==> src/rtl/pipe_control_unit.sv <==
// Pipelined MIPS32 control unit: ID decode, ID/EX -> EX/MEM -> MEM/WB control registers, jump-bubble FSM.
// Optional feature: define LOAD_USE_STALL_EN for the built-in load-use interlock.
module pipe_control_unit #(
  parameter int JUMP_BUBBLES = 1,
  parameter int REG_ADDR_W   = 5
) (
  input  logic                  clock,
  input  logic                  reset,
  input  logic                  hold,
  input  logic                  flush,
  input  logic                  id_valid,
  input  logic [5:0]            opcode,
  input  logic [5:0]            funct,
  input  logic [REG_ADDR_W-1:0] rs_id,
  input  logic [REG_ADDR_W-1:0] rt_id,
  output logic                  is_jump,
  output logic [1:0]            branch_src,
  output logic [1:0]            compare_code,
  output logic [2:0]            ex_ctrl,
  output logic [1:0]            mem_ctrl,
  output logic [2:0]            wb_ctrl,
  output logic                  stall_if,
  output logic                  flush_if,
  output logic                  illegal_op
);

  localparam logic [5:0] OP_RTYPE = 6'h00;
  localparam logic [5:0] OP_J     = 6'h02;
  localparam logic [5:0] OP_JAL   = 6'h03;
  localparam logic [5:0] OP_BEQ   = 6'h04;
  localparam logic [5:0] OP_BNE   = 6'h05;
  localparam logic [5:0] OP_ADDI  = 6'h08;
  localparam logic [5:0] OP_SLTI  = 6'h0A;
  localparam logic [5:0] OP_ANDI  = 6'h0C;
  localparam logic [5:0] OP_ORI   = 6'h0D;
  localparam logic [5:0] OP_LW    = 6'h23;
  localparam logic [5:0] OP_SW    = 6'h2B;
  localparam logic [5:0] FN_JR    = 6'h08;

  localparam logic [0:0] ST_IDLE   = 1'b0;
  localparam logic [0:0] ST_BUBBLE = 1'b1;

  localparam logic [1:0] BUBBLE_LOAD = 2'(JUMP_BUBBLES - 1);

  logic [7:0] idexWord_q, idexWord_d;
  logic [4:0] exmemWord_q, exmemWord_d;
  logic [2:0] memwbWord_q, memwbWord_d;
  logic [0:0] state_q, state_d;
  logic [1:0] bubbleCnt_q, bubbleCnt_d;
  logic       illegal_q, illegal_d;

  logic [7:0] decWord;
  logic [1:0] decBranchSrc;
  logic [1:0] decCompare;
  logic       decJump;
  logic       decIllegal;
  logic       decUsesRt;
  logic       loadUse;
  logic       idActive;

  always_comb begin
    decWord      = 8'h00;
    decBranchSrc = 2'd0;
    decCompare   = 2'd0;
    decJump      = 1'b0;
    decIllegal   = 1'b0;
    decUsesRt    = 1'b0;
    case (opcode)
      OP_RTYPE: begin
        decUsesRt = 1'b1;
        if (funct == FN_JR) begin
          decJump      = 1'b1;
          decBranchSrc = 2'd2;
          decCompare   = 2'd3;
        end else begin
          decWord = 8'h84;
        end
      end
      OP_ADDI, OP_ANDI, OP_ORI, OP_SLTI: decWord = 8'h24;
      OP_LW: decWord = 8'h35;
      OP_SW: begin
        decWord   = 8'h08;
        decUsesRt = 1'b1;
      end
      OP_BEQ: begin
        decCompare = 2'd1;
        decUsesRt  = 1'b1;
      end
      OP_BNE: begin
        decCompare = 2'd2;
        decUsesRt  = 1'b1;
      end
      OP_J: begin
        decJump      = 1'b1;
        decBranchSrc = 2'd1;
        decCompare   = 2'd3;
      end
      OP_JAL: begin
        decWord      = 8'h46;
        decJump      = 1'b1;
        decBranchSrc = 2'd1;
        decCompare   = 2'd3;
      end
      default: decIllegal = 1'b1;
    endcase
  end

`ifdef LOAD_USE_STALL_EN
  logic [REG_ADDR_W-1:0] rtEx_q, rtEx_d;

  // A load in EX whose destination feeds the instruction in ID; $zero never creates a hazard.
  always_comb begin
    loadUse = ~reset & id_valid & idexWord_q[4] & (rtEx_q != '0) &
              ((rtEx_q == rs_id) | (decUsesRt & (rtEx_q == rt_id)));
  end
`else
  logic unusedIdFields;

  assign loadUse        = 1'b0;
  assign unusedIdFields = ^{rs_id, rt_id, decUsesRt};
`endif

  assign idActive = id_valid & ~reset & (state_q == ST_IDLE) & ~loadUse;

  assign is_jump      = idActive & decJump;
  assign branch_src   = idActive ? decBranchSrc : 2'd0;
  assign compare_code = idActive ? decCompare : 2'd0;

  assign ex_ctrl    = reset ? 3'd0 : idexWord_q[7:5];
  assign mem_ctrl   = reset ? 2'd0 : exmemWord_q[4:3];
  assign wb_ctrl    = reset ? 3'd0 : memwbWord_q[2:0];
  assign illegal_op = reset ? 1'b0 : illegal_q;
  assign stall_if   = ~reset & (hold | loadUse);
  assign flush_if   = ~reset & ~hold & (state_q == ST_BUBBLE);

  // Priority below reset: hold freezes, then flush, load-use, bubble, normal advance.
  always_comb begin
    idexWord_d  = idexWord_q;
    exmemWord_d = exmemWord_q;
    memwbWord_d = memwbWord_q;
    state_d     = state_q;
    bubbleCnt_d = bubbleCnt_q;
    illegal_d   = illegal_q;
`ifdef LOAD_USE_STALL_EN
    rtEx_d      = rtEx_q;
`endif
    if (!hold) begin
      exmemWord_d = idexWord_q[4:0];
      memwbWord_d = exmemWord_q[2:0];
      if (flush) begin
        idexWord_d  = 8'h00;
        state_d     = ST_IDLE;
        bubbleCnt_d = 2'd0;
        illegal_d   = 1'b0;
`ifdef LOAD_USE_STALL_EN
        rtEx_d      = '0;
`endif
      end else if (loadUse) begin
        idexWord_d = 8'h00;
        illegal_d  = 1'b0;
`ifdef LOAD_USE_STALL_EN
        rtEx_d     = '0;
`endif
      end else if (state_q == ST_BUBBLE) begin
        idexWord_d = 8'h00;
        illegal_d  = 1'b0;
`ifdef LOAD_USE_STALL_EN
        rtEx_d     = '0;
`endif
        if (bubbleCnt_q == 2'd0) begin
          state_d = ST_IDLE;
        end else begin
          bubbleCnt_d = bubbleCnt_q - 2'd1;
        end
      end else begin
        idexWord_d = idActive ? decWord : 8'h00;
        illegal_d  = idActive & decIllegal;
`ifdef LOAD_USE_STALL_EN
        rtEx_d     = idActive ? rt_id : '0;
`endif
        if (is_jump) begin
          state_d     = ST_BUBBLE;
          bubbleCnt_d = BUBBLE_LOAD;
        end
      end
    end
  end

  always_ff @(posedge clock) begin
    if (reset) begin
      idexWord_q  <= 8'h00;
      exmemWord_q <= 5'd0;
      memwbWord_q <= 3'd0;
      state_q     <= ST_IDLE;
      bubbleCnt_q <= 2'd0;
      illegal_q   <= 1'b0;
`ifdef LOAD_USE_STALL_EN
      rtEx_q      <= '0;
`endif
    end else begin
      idexWord_q  <= idexWord_d;
      exmemWord_q <= exmemWord_d;
      memwbWord_q <= memwbWord_d;
      state_q     <= state_d;
      bubbleCnt_q <= bubbleCnt_d;
      illegal_q   <= illegal_d;
`ifdef LOAD_USE_STALL_EN
      rtEx_q      <= rtEx_d;
`endif
    end
  end

endmodule

==> config.mk <==
export PLATFORM = sky130hd
export DESIGN_NAME = pipe_control_unit
export DESIGN_NICKNAME = d
export VERILOG_FILES = /design/src/rtl/pipe_control_unit.sv
export SDC_FILE = /design/constraint.sdc
export NUM_CORES = 1
export LEC_CHECK = 0
export CAP_MARGIN = 40
export CELL_PAD_IN_SITES_DETAIL_PLACEMENT = 1
export CELL_PAD_IN_SITES_GLOBAL_PLACEMENT = 1
export CORE_UTILIZATION = 30
export DETAILED_ROUTE_END_ITERATION = 8
export GPL_TIMING_DRIVEN = 0
export HOLD_SLACK_MARGIN = 0.1
export MAX_ROUTING_LAYER = met4
export PLACE_DENSITY_LB_ADDON = 0.1
export SETUP_SLACK_MARGIN = 0.1
export SYNTH_ARGS = -nofsm -noshare
export SYNTH_HDL_FRONTEND = slang
export SYNTH_SLANG_ARGS = --single-unit
export TNS_END_PERCENT = 10
==> constraint.sdc <==
create_clock -name clock -period 3.5 [get_ports clock]
set_input_delay 0.7 -clock clock [delete_from_list [all_inputs] [get_ports clock]]
set_output_delay 0.7 -clock clock [all_outputs]
set_load 0.02 [all_outputs]
======== After elaboration in Yosys (flattened, before gate mapping) ========
Cells that the tools add are included.
word-level totals
  logic and storage cells ................. 64
  output and inout port bits .............. 16
  register bits ........................... 20
operators by class
  eq/ne operators ......................... 12
  bitwise gates (word level) .............. 10
  reduce and logical (&&, ||, !) cells .... 7
  multiplexer cells ....................... 28
  $add $sub $neg .......................... 1
operator list
  cell                 number
  $pmux 8 s5           1
  $mux 8               4
  $eq 6x4->1 const B   5
  $mux 2               9
  $eq 6x2->1 const B   2
  $eq 6x3->1 const B   2
  $eq 6x6->1 const B   2
  $reduce_or 11->1     1
  $mux 1               9
  $pmux 2 s4           1
  $and 1x1->1          7
  $logic_not 6->1      1
  $mux 3               2
  $pmux 2 s2           1
  $reduce_or 4->1      1
  $ne 3x3->1 const B   1
  $not 1->1            3
  $reduce_and 3->1     1
  $reduce_bool 3->1    1
  $logic_not 2->1      1
  $pmux 1 s2           1
  $reduce_or 2->1      1
  $sub 2x1->2 const B  1

======== Logic depth before layout (Yosys ltp) ========
  depth in word-level cells ............... 7
  depth in mapped cells ................... 6
  mapped depth without buffers ............ 6

======== Worst setup path before layout ========
Ideal clock, no wire load.
  path kind ............................... input -> output
  start point ............................. in funct[1]
  end point ............................... out branch_src[1]
  stages .................................. 4
  path buffers ............................ 0
  required time ........................... 2.800 ns
  data arrival time ....................... 1.796 ns
  setup slack ............................. 1.004 ns
  cell sequence ........................... nor4b_1 -> nor3b_2 -> nand2_1 -> nor3_1
on the way
  longest elaborated chain between the ends .. 4
RTL lines
  element      line  source
  from (decl)  13    input logic [5:0] funct,
  $eq 6x4->1   71    if (funct == FN_JR) begin
  $mux 2       71
  $pmux 2 s2   68    case (opcode)
  $mux 2       126   assign branch_src = idActive ? decBranchSrc : 2'd0;
  to (decl)    17    output logic [1:0] branch_src,
Every way passes these cells.

======== Final worst setup path ========
  start point ............................. in opcode[3]
  end point ............................... out is_jump
on the way
  longest elaborated chain between the ends .. 4
  elaborated cells on any way between the ends .. 6
  classes of those cells .................. eq/ne (2); mux (1); bitwise (1); reduce/logical (2)
RTL lines
  element                    line  source
  from (decl)                12    input logic [5:0] opcode,
  $eq 6x2->1                 68
  $reduce_or 2->1 (no line)  --
  $pmux 1 s2 *               68
  $and 1x1->1 *              125   assign is_jump = idActive & decJump;
  to (decl)                  16    output logic is_jump,
Every way passes the cells marked *; elsewhere a longest branch is shown, timed or not.

==> qor.txt <==
outcome - complete, but fails checks
violated checks - design-rule violations
Finished Cell Area - 1320 um^2
total length of routed wires - 2339 um
CTS Hold Bufs - 0
fraction of synthesis flops using an asynchronous set or reset pin - 0%
Die Y-Extent - 57.71 um
launch point of the worst hold path - idexWord_q[7]$_SDFFE_PP0N_
final weighted congestion in routability-driven placement - 0.6934
number of remaining DRC errors - 2
setup total negative slack - 0 ps
number of DRC markers in iteration 0 - 18
clock latency of the later-clocked register in the worst-skew pair - 280 ps
depth of the worst hold-timing path - 1
synthesized area per cell - 8.386 um^2
part of the total power dissipated in combinational logic - 16.0%
share of total power in the clock network - 28.8%
fmax - 301.8 MHz
switching part of the total power - 24.87%
level count of the clock H-tree - 1
length in cells of the worst reg-to-reg path - 4
Final Hold Fails - 0
relative max-transition margin - 69.59%
Post-Syn Nets - 139
Max Clock Skew - 5.402 ps
predominant post-synthesis flop cell - dfxtp_1
largest net degree at the start of global routing - 11
I/O Pins - 43
Final Max Tran Viols - 0
type of the most critical hold path - reg2reg
VDD IR max - 108.2 uV
final setup violation count - 0
unrepaired setup endpoints after global routing - true
cell area reported after detailed placement - 1280 um^2
Int Pwr - 265.0 uW
Worst Max-Slew Pin Slew - 456.1 ps
# Post-CTS Setup Buffers - 0
synth-to-layout area growth - 41.80%
total vias in the final route - 905
Die Width - 57.71 um
crit-path max FO - 7
arrival time reported for the critical path endpoint - 2610 ps
ratio of final minimum period to clock period - 94.67%
RR Startpoint - state_q$_SDFFE_PP0N_
setup slack of the critical path after layout - 186.6 ps
Power Total - 352.8 uW
via count of the first global-routing pass - 949
element type at the critical path end - output port
Sw Pwr - 87.72 uW
sequential fraction of the synthesis area - 36.56%
P per Cell Area - 267.2 nW/um^2
clock tree root buffer cell - clkbuf_4
final critical path time including I/O delays and setup - 3313 ps
portion of total power attributed to sequential cells - 55.1%
per-cell routed wire length - 13.21 um
Syn Inst Count - 111
area of the die - 3330 um^2
Avg Vias per Cell - 5.113
number of nets at the end of the flow - 175
Clock Pin Slew Worst Setup and Hold Paths - 90 ps
kind of critical path - in2out
number of warning messages in the yosys log - 0
final global-route overflow total - 0
number of buffers created by CTS - 3
cell area after synthesis - 930.9 um^2
distinct cell type count after synthesis - 37
detailed placer's ending HPWL - 1897 um
worst hold slack after final layout - 469.7 ps
fraction of final layout cells sized beyond drive strength 1 - 12.33%
cells resized by post-CTS repair - 1
end of the worst register-to-register path - idexWord_q[2]$_SDFFE_PP0N_
TritonRoute pass-1 iters - 6
r2r setup slk - 2050 ps
synthesis-stage register bit count - 17
GRT Resource Usage Total - 15.93%
share of Yosys cell area claimed by the top area cell type - 36.56%
first-pass GRT wire length - 4022 um
antenna cell count - 0
Routed Antenna Nets - 0
port buffer count - 31
starting density of the core - 32.63%
main area contributors after synthesis - dfxtp_1 (37%), mux2i_1 (7.5%), nor2b_1 (7.4%)
Leak Pwr - 0.5070 nW
number of maximum-capacitance constraint violations - 0
EDFF count, synth - 0
row count - 19
Hold Path Sink - idexWord_q[7]$_SDFFE_PP0N_
CTS Buffer Depth - 2
Worst EP required - 2800 ps
standard cell core area - 2853 um^2
CP Launch Type - input pin
initial antenna violation count - 0
area leader, netlist - dfxtp_1
post-placement worst setup slack - 12.63 ps
number of sinks driven by the clock tree - 17
CTS tree - built
[through the flow]
stage	utilization [%]	cells
6_report	46.27	177
3_3_place_gp	44.87	173
4_1_cts	46.01	177
3_5_place_dp	44.87	173
5_1_grt	46.27	177
2_1_floorplan	-	111
[worst max-delay path: stages]
cell and delay [ps]:
clkdlybuf4s50_1 540, nor3_2 280, nand2_1 170, nor3_2 270
clkdlybuf4s50_1 650
[cells by family (layout without fill, tap and decap cells)]
logic type	after synthesis	in the layout	synth area share [%]
AO/OA/AOI/OAI	20	20	14.65
adder cells (fa/ha/maj)	1	1	1.344
buffers and inverters	11	46	5.108
flip-flops	17	17	36.56
multiplexers	8	8	8.737
AND/OR/NAND/NOR	54	54	33.60
[cell type report]
type | instances | area (um^2)
Fill cell | 352 | 1533
Multi-Input combinational cell | 83 | 554.3
Sequential cell | 17 | 340.3
Timing Repair Buffer | 31 | 310.3
Tap cell | 31 | 38.79
Buffer | 6 | 30.03
Clock buffer | 3 | 22.52
Inverter | 5 | 18.77
Clock inverter | 1 | 5.005
[flip-flops by register name, summed over array words and instances, names as in the netlist]
| register | count |
|---|---|
| idexWord_q | 6 |
| exmemWord_q | 4 |
| memwbWord_q | 3 |
| bubbleCnt_q | 2 |
| illegal_q | 1 |
| state_q | 1 |
[worst max path at each step]
stage	end	cells after the start	slack, ps	from
2_1_floorplan	branch_src[1]	4	1000	funct[1]
3_3_place_gp	is_jump	5	50	opcode[3]
3_5_place_dp	is_jump	5	10	opcode[3]
4_1_cts	stall_if	5	100	hold
5_1_grt	mem_ctrl[0]	5	20	reset
6_report	is_jump	5	190	opcode[3]
[synthesized netlist by cell type, drive strengths merged (2+ instances only)]
| cell | instances |
|---|---|
| dfxtp | 17 |
| nor2 | 12 |
| nor2b | 11 |
| nand2 | 10 |
| mux2i | 7 |
| o21ai | 7 |
| inv | 5 |
| nand3 | 4 |
| nor3 | 4 |
| nor3b | 4 |
| a21oi | 3 |
| buf | 3 |
| clkbuf | 3 |
| a211oi | 2 |
| nand3b | 2 |
[per-layer routing]
| metal | track usage, % | share of wire, % | vias up |
|---|---|---|---|
| li1 | - | - | 456 |
| met1 | 17.31 | 44 | 429 |
| met2 | 30.23 | 52 | 18 |
| met3 | 2.232 | 2.9 | 2 |
| met4 | 4.082 | 0.94 | 0 |
| met5 | - | 0 | - |
[power groups by stage]
stage | Sequential (mW) | Combinational, mW | Clock (mW)
final | 0.194 | 0.0566 | 0.102
after global routing | 0.195 | 0.0625 | 0.116
after CTS | 0.195 | 0.0566 | 0.108
after detailed placement | 0.199 | 0.0561 | 0
after global placement | 0.199 | 0.0550 | 0
after floorplan | 0.199 | 0.0263 | 0
[layout by cell type (no fill, tap or decap), types with 2 or more instances in the layout]
cell type	instances
nor3_1	2
clkbuf_1	2
o21ai_0	6
nor3_2	2
nor2_1	12
clkdlybuf4s50_1	31
clkbuf_4	3
nand2_1	9
a211oi_1	2
dfxtp_1	17
nor3b_2	2
nor2b_1	11
a21oi_1	3
mux2i_1	7
buf_2	2
nor3b_1	2
nand3_1	4
nand3b_1	2
inv_1	5
(Power assumes the default switching activity.)
==> RTL edit 1, RTL diff (same flow settings) <==
`idexWord_q` and `exmemWord_q` no longer have a reset.
--- a/src/rtl/pipe_control_unit.sv
+++ b/src/rtl/pipe_control_unit.sv
@@ -188,8 +188,6 @@
 
   always_ff @(posedge clock) begin
     if (reset) begin
-      idexWord_q  <= 8'h00;
-      exmemWord_q <= 5'd0;
       memwbWord_q <= 3'd0;
       state_q     <= ST_IDLE;
       bubbleCnt_q <= 2'd0;
@@ -198,8 +196,6 @@
       rtEx_q      <= '0;
 `endif
     end else begin
-      idexWord_q  <= idexWord_d;
-      exmemWord_q <= exmemWord_d;
       memwbWord_q <= memwbWord_d;
       state_q     <= state_d;
       bubbleCnt_q <= bubbleCnt_d;
@@ -210,5 +206,10 @@
     end
   end
 
+  always_ff @(posedge clock) begin
+    idexWord_q  <= idexWord_d;
+    exmemWord_q <= exmemWord_d;
+  end
+
 endmodule
 
Formal check against the unedited RTL: differs if reset is asserted again (counterexample within 4 cycles, from zero or initial values and one cycle with reset high); with reset held inactive, the same outputs for 10 cycles.
==> RTL edit 1 against the unedited design <==
  * Power increased by 14%
  * Cell area increased by 3.9%
  * Wire length decreased by 8.0%
  * First-iteration DRC count decreased by 67%
  * Die area increased by 3.6%
  * Cell count decreased by 1.1%
  * Global-route usage decreased by 1.3 points
  * Area after synthesis increased by 3.8%
  * Setup slack got worse by 0.014 ns
  * Sequential cell count unchanged
  * Non-clock buffer count unchanged
  * Largest power group unchanged
  * Highest routed layer unchanged
==> RTL edit 1: results (changes against the unedited design) <==
| Metric | Value |
|---|---|
| Crit Path Max Fanout | 3 (-4) |
| Post-synth EDFFs | 10 (+10) |
| Vias/cell | 4.74 (-7.2%) |
| Fin nets | 160 (-8.6%) |
| Clock Latency Late Sink | 0.28 ns (about the same) |
| First-pass GRT wire length | 3.68 mm (-8.6%) |
| Synth top cells by count | nor2_1 (13), nor2b_1 (11), edfxtp_1 (10), dfxtp_1 (7), inv_1 (5) |
| Clk pin slew, worst setup/hold paths | 0.10 ns |
| Slew Limit Headroom | 0.575 (-0.121) |
| Initial DRC Count | 6 (-12) |
| Vias in the first global route | 847 (-11%) |
| Cell leakage power | 0.486 nW (-4.1%) |
| FILL cells | 373 (+6.0%) |
| Drt pass-1 iters | 4 (-2) |
| Arrival @ worst endpoint | 2.63 ns (+0.02 ns) |
| Die ar. | 3450 um^2 (+3.6%) |
| GP Congestion | 0.726 (+4.6%) |
| Fin Clk Skew | 0.000465 ns (-0.00494 ns) |
| Critical path's largest stage delay | 0.59 ns (-0.06 ns) |
| Synth Flop Type | edfxtp_1 |
| Pin count of the biggest net entering global routing | 15 (+4) |
| DP Wirelength | 1.65 mm (-13%) |
| Average wire per standard cell | 12.3 um (-7.0%) |
| IO Port Bufs | 29 (-6.5%) |
| Outcome | complete, no violations |
| Top cells by area, synth | edfxtp_1 (31%), dfxtp_1 (15%), nor2b_1 (7.1%) |
| CTS root buffer | clkbuf_4 |
| Ant diodes | 0 (unchanged) |
| Share of layout cells above drive strength 1 | 0.145 (+0.0218) |
| Post-Syn Nets | 124 (-11%) |
| Worst IR Drop VDD | 0.0000859 V (-21%) |
| Cell variety after synth | 39 (+5.4%) |
| Crit path max-delay cell type | clkdlybuf4s50_1 |
| GR Util All Layers | 0.146 (-0.0131) |
| Register area share after synthesis | 0.456 (+0.0904) |
## RTL edit 1: changes by cell type after synthesis, moves of 2 or more
cell       delta
edfxtp_1     +10
nand3_1       -2
a32o_1        +2
nand3b_1      -2
o21ai_0       -5
nor3b_2       -2
mux2i_1       -5
a2111oi_0     +2
a211oi_1      -2
nand2_1       -5
mux2_1        +2
dfxtp_1      -10
## RTL edit 1: logic make-up (layout without fill, tap and decap cells)
kind of cell / count (synthesis) / count (layout) / synth area share
buffers and inverters: 12 / 47 / 0.0570
AOI/OAI and AO/OA: 15 / 15 / 0.133
DFF: 17 / 17 / 0.456
muxes: 5 / 5 / 0.0557
and+or+nand+nor: 46 / 46 / 0.285
adders and majority gates: 1 / 1 / 0.0130
## RTL edit 1: final timing paths
check,startpoint,endpoint,slack [ns],cells past startpoint
hold reg to reg,idexWord_q[3]$_SDFFCE_PP0N_,exmemWord_q[3]$_DFFE_PN_,0.43,0
setup reg to reg,bubbleCnt_q[0]$_SDFFE_PP0P_,bubbleCnt_q[1]$_SDFFE_PP0P_,1.71,6
setup / recovery,funct[1],compare_code[0],0.17,6
hold / removal,idexWord_q[3]$_SDFFCE_PP0N_,exmemWord_q[3]$_DFFE_PN_,0.43,0
## RTL edit 1: worst max-delay path, delay by kind of cell
kind	cells	cell delay, ns
buffers and inverters	2	1.01
AND/OR/NAND/NOR	2	0.55
AO/OA/AOI/OAI	2	0.36
## RTL edit 1: what timing repair did
item / CTS / global route
hold endpoints to repair: 0 / 0
pin swaps: 2 / 1
setup buffers: 2 / 0
setup endpoints to repair: 4 / 11
gates resized for setup: 5 / 3
## RTL edit 1: report_power, final
part	switching (W)	internal, W
registers	0.00000212	0.000220
clock network	0.0000615	0.0000424
logic	0.0000384	0.0000360
## RTL edit 1: final cells by class
type	count	area (um^2)	area share
well taps	44	55.1	0.0401
repair buffers	31	305	0.223
plain buffers	6	33.8	0.0246
flip-flops and latches	17	440	0.321
inverters	6	22.5	0.0164
multi-input cells	67	487	0.355
clock inverters	1	5.00	0.00365
clock buffers	3	22.5	0.0164
## RTL edit 1: per-layer routing
metal | routed length, um | share of wire | up-vias | GRT usage
li1 | - | - | 418 | -
met1 | 1020 | 0.47 | 390 | 0.169
met2 | 1040 | 0.48 | 20 | 0.256
met3 | 75 | 0.035 | 2 | 0.0220
met4 | 17 | 0.0079 | 0 | 0.0510
met5 | 0 | 0 | - | -
## RTL edit 1: per-stage QoR
step / std cells / setup WS (ns) / hold slack, ns / instance area (um^2)
5_1_grt: 175 / 0.0529 / 0.447 / 1370
6_report: 175 / 0.173 / 0.430 / 1370
3_5_place_dp: 169 / -0.168 / 0.408 / 1310
3_3_place_gp: 169 / -0.118 / 0.402 / 1310
2_1_floorplan: 96 / 1.02 / 0.400 / 966
4_1_cts: 175 / 0.0807 / 0.433 / 1370
==> RTL edit 2, RTL diff (config.mk and constraints unchanged) <==
Made on the original files. Build with the macro `LOAD_USE_STALL_EN` defined.
--- a/src/rtl/pipe_control_unit.sv
+++ b/src/rtl/pipe_control_unit.sv
@@ -1,5 +1,7 @@
 // Pipelined MIPS32 control unit: ID decode, ID/EX -> EX/MEM -> MEM/WB control registers, jump-bubble FSM.
 // Optional feature: define LOAD_USE_STALL_EN for the built-in load-use interlock.
+`define LOAD_USE_STALL_EN
+
 module pipe_control_unit #(
   parameter int JUMP_BUBBLES = 1,
   parameter int REG_ADDR_W   = 5
Function: changed (a bounded check fails within 4 cycles, from zero or initial values and one cycle with reset high).
==> RTL edit 2 against the unedited design <==
  * Setup slack better by 0.058 ns
  * Clock power is 51% higher
  * Sequential cell count is 5 higher
  * Power is 40% higher
  * Worst hold slack better by 0.017 ns
  * Cell area is 39% higher
  * Area after synthesis is 41% higher
  * Wire length is 61% higher
  * Sequential power is 30% higher
  * Die area is 40% higher
  * Highest routed layer unchanged
==> RTL edit 2: results (changes against the unedited design) <==
| Metric | Value |
|---|---|
| Layout area overhead | 39.8% |
| Signal buffers | 50 (+35%) |
| Final Routed Wirelength | 3.77 mm (+61%) |
| GR Util All Layers | 0.186 (+0.0263) |
| Top flop regs | idexWord_q: 6 flops, rtEx_q: 5 flops, exmemWord_q: 4 flops |
| Initial DRC Count | 49 (+31) |
| FILL cells | 494 (+40%) |
| Drt pass-1 iters | 4 (-2) |
| Cell leakage power | 0.720 nW (+42%) |
| Multi-input gate area | 837 um^2 (+51%) |
| Pin count of the biggest net entering global routing | 12 (+1) |
| Flop pwr share | 0.512 (-0.039) |
| Clock Latency Late Sink | 0.26 ns (-0.02 ns) |
| FF+latch count | 22 (+5) |
| Synth Area in Adders | 0.00951 (-0.00393) |
| Clk pwr share | 0.312 (+0.024) |
| Cell variety after synth | 45 (+22%) |
| WL met2 | 1.87 mm (+53%) |
| Top cells by area, synth | dfxtp_1 (33%), mux2i_1 (6.9%), a22o_1 (6.7%) |
| Share of layout cells above drive strength 1 | 0.0918 (-0.0315) |
| Arrival @ worst endpoint | 2.56 ns (-0.05 ns) |
| # Taps | 50 (+61%) |
| GP Congestion | 0.730 (+5.2%) |
| Non-Filler Instances | 246 (+39%) |
| Post-Syn Nets | 180 (+29%) |
| First-pass GRT wire length | 6.20 mm (+54%) |
| CTS root buffer | clkbuf_8 |
| Worst IR Drop VDD | 0.000124 V (+14%) |
| Critical path's largest stage delay | 0.57 ns (-0.08 ns) |
| Sequential cell area | 440 um^2 (+29%) |
| Met2 usage | 0.313 (+0.0102) |
| Area after DPL | 1770 um^2 (+38%) |
| Synth top cells by count | dfxtp_1 (22), nor2_1 (15), a22o_1 (10), nor2b_1 (10) |
| Dpl cells | 241 (+39%) |
| Worst-Margin Slew | 0.663 ns (+0.207 ns) |
| Internal power | 0.000373 W (+41%) |
| Met3 routed wirelength | 169 um (+150%) |
| Synth Area in Compound Gates | 0.165 (+0.0181) |
| M1 wire length | 1.69 mm (+65%) |
| Post_cts resized | 12 (+11) |
| Register area share after synthesis | 0.335 (-0.0307) |
| Fin Clk Skew | 0.00126 ns (-0.00414 ns) |
| DP Wirelength | 2.94 mm (+55%) |
| Final-layout clock-cell area share | 0.0225 (+0.00161) |
| Met1 usage in global routing | 0.229 (+0.0563) |
| Outcome | complete, no violations |
| Fraction of area in non-clock buffers | 0.236 (-0.0216) |
| XOR/XNOR Fraction of Synth Area | 0.0666 (+0.0666) |
==> RTL edit 2: cell types whose count changed in the layout (fill, tap and decap cells not counted), moves of 3 or more <==
cell           delta
clkbuf_4          -3
dfxtp_1           +5
nor3_1            +6
nor2_1            +3
o21ai_0           -5
nand2_1           -3
nand3_1           -3
clkbuf_8          +3
clkbuf_1          +3
a22o_1            +9
nand2b_1          +6
xnor2_1           +9
dlygate4sd2_1     +7
==> RTL edit 2: worst paths after layout <==
| path | slack [ns] | depth (start not counted) | startpoint | endpoint |
|---|---|---|---|---|
| max | 0.24 | 5 | reset | flush_if |
| min | 0.49 | 1 | idexWord_q[2]$_SDFFE_PP0N_ | idexWord_q[2]$_SDFFE_PP0N_ |
| max reg2reg | 1.34 | 6 | rtEx_q[1]$_SDFFE_PP0N_ | state_q$_SDFFE_PP0P_ |
| min reg2reg | 0.49 | 1 | idexWord_q[2]$_SDFFE_PP0N_ | idexWord_q[2]$_SDFFE_PP0N_ |
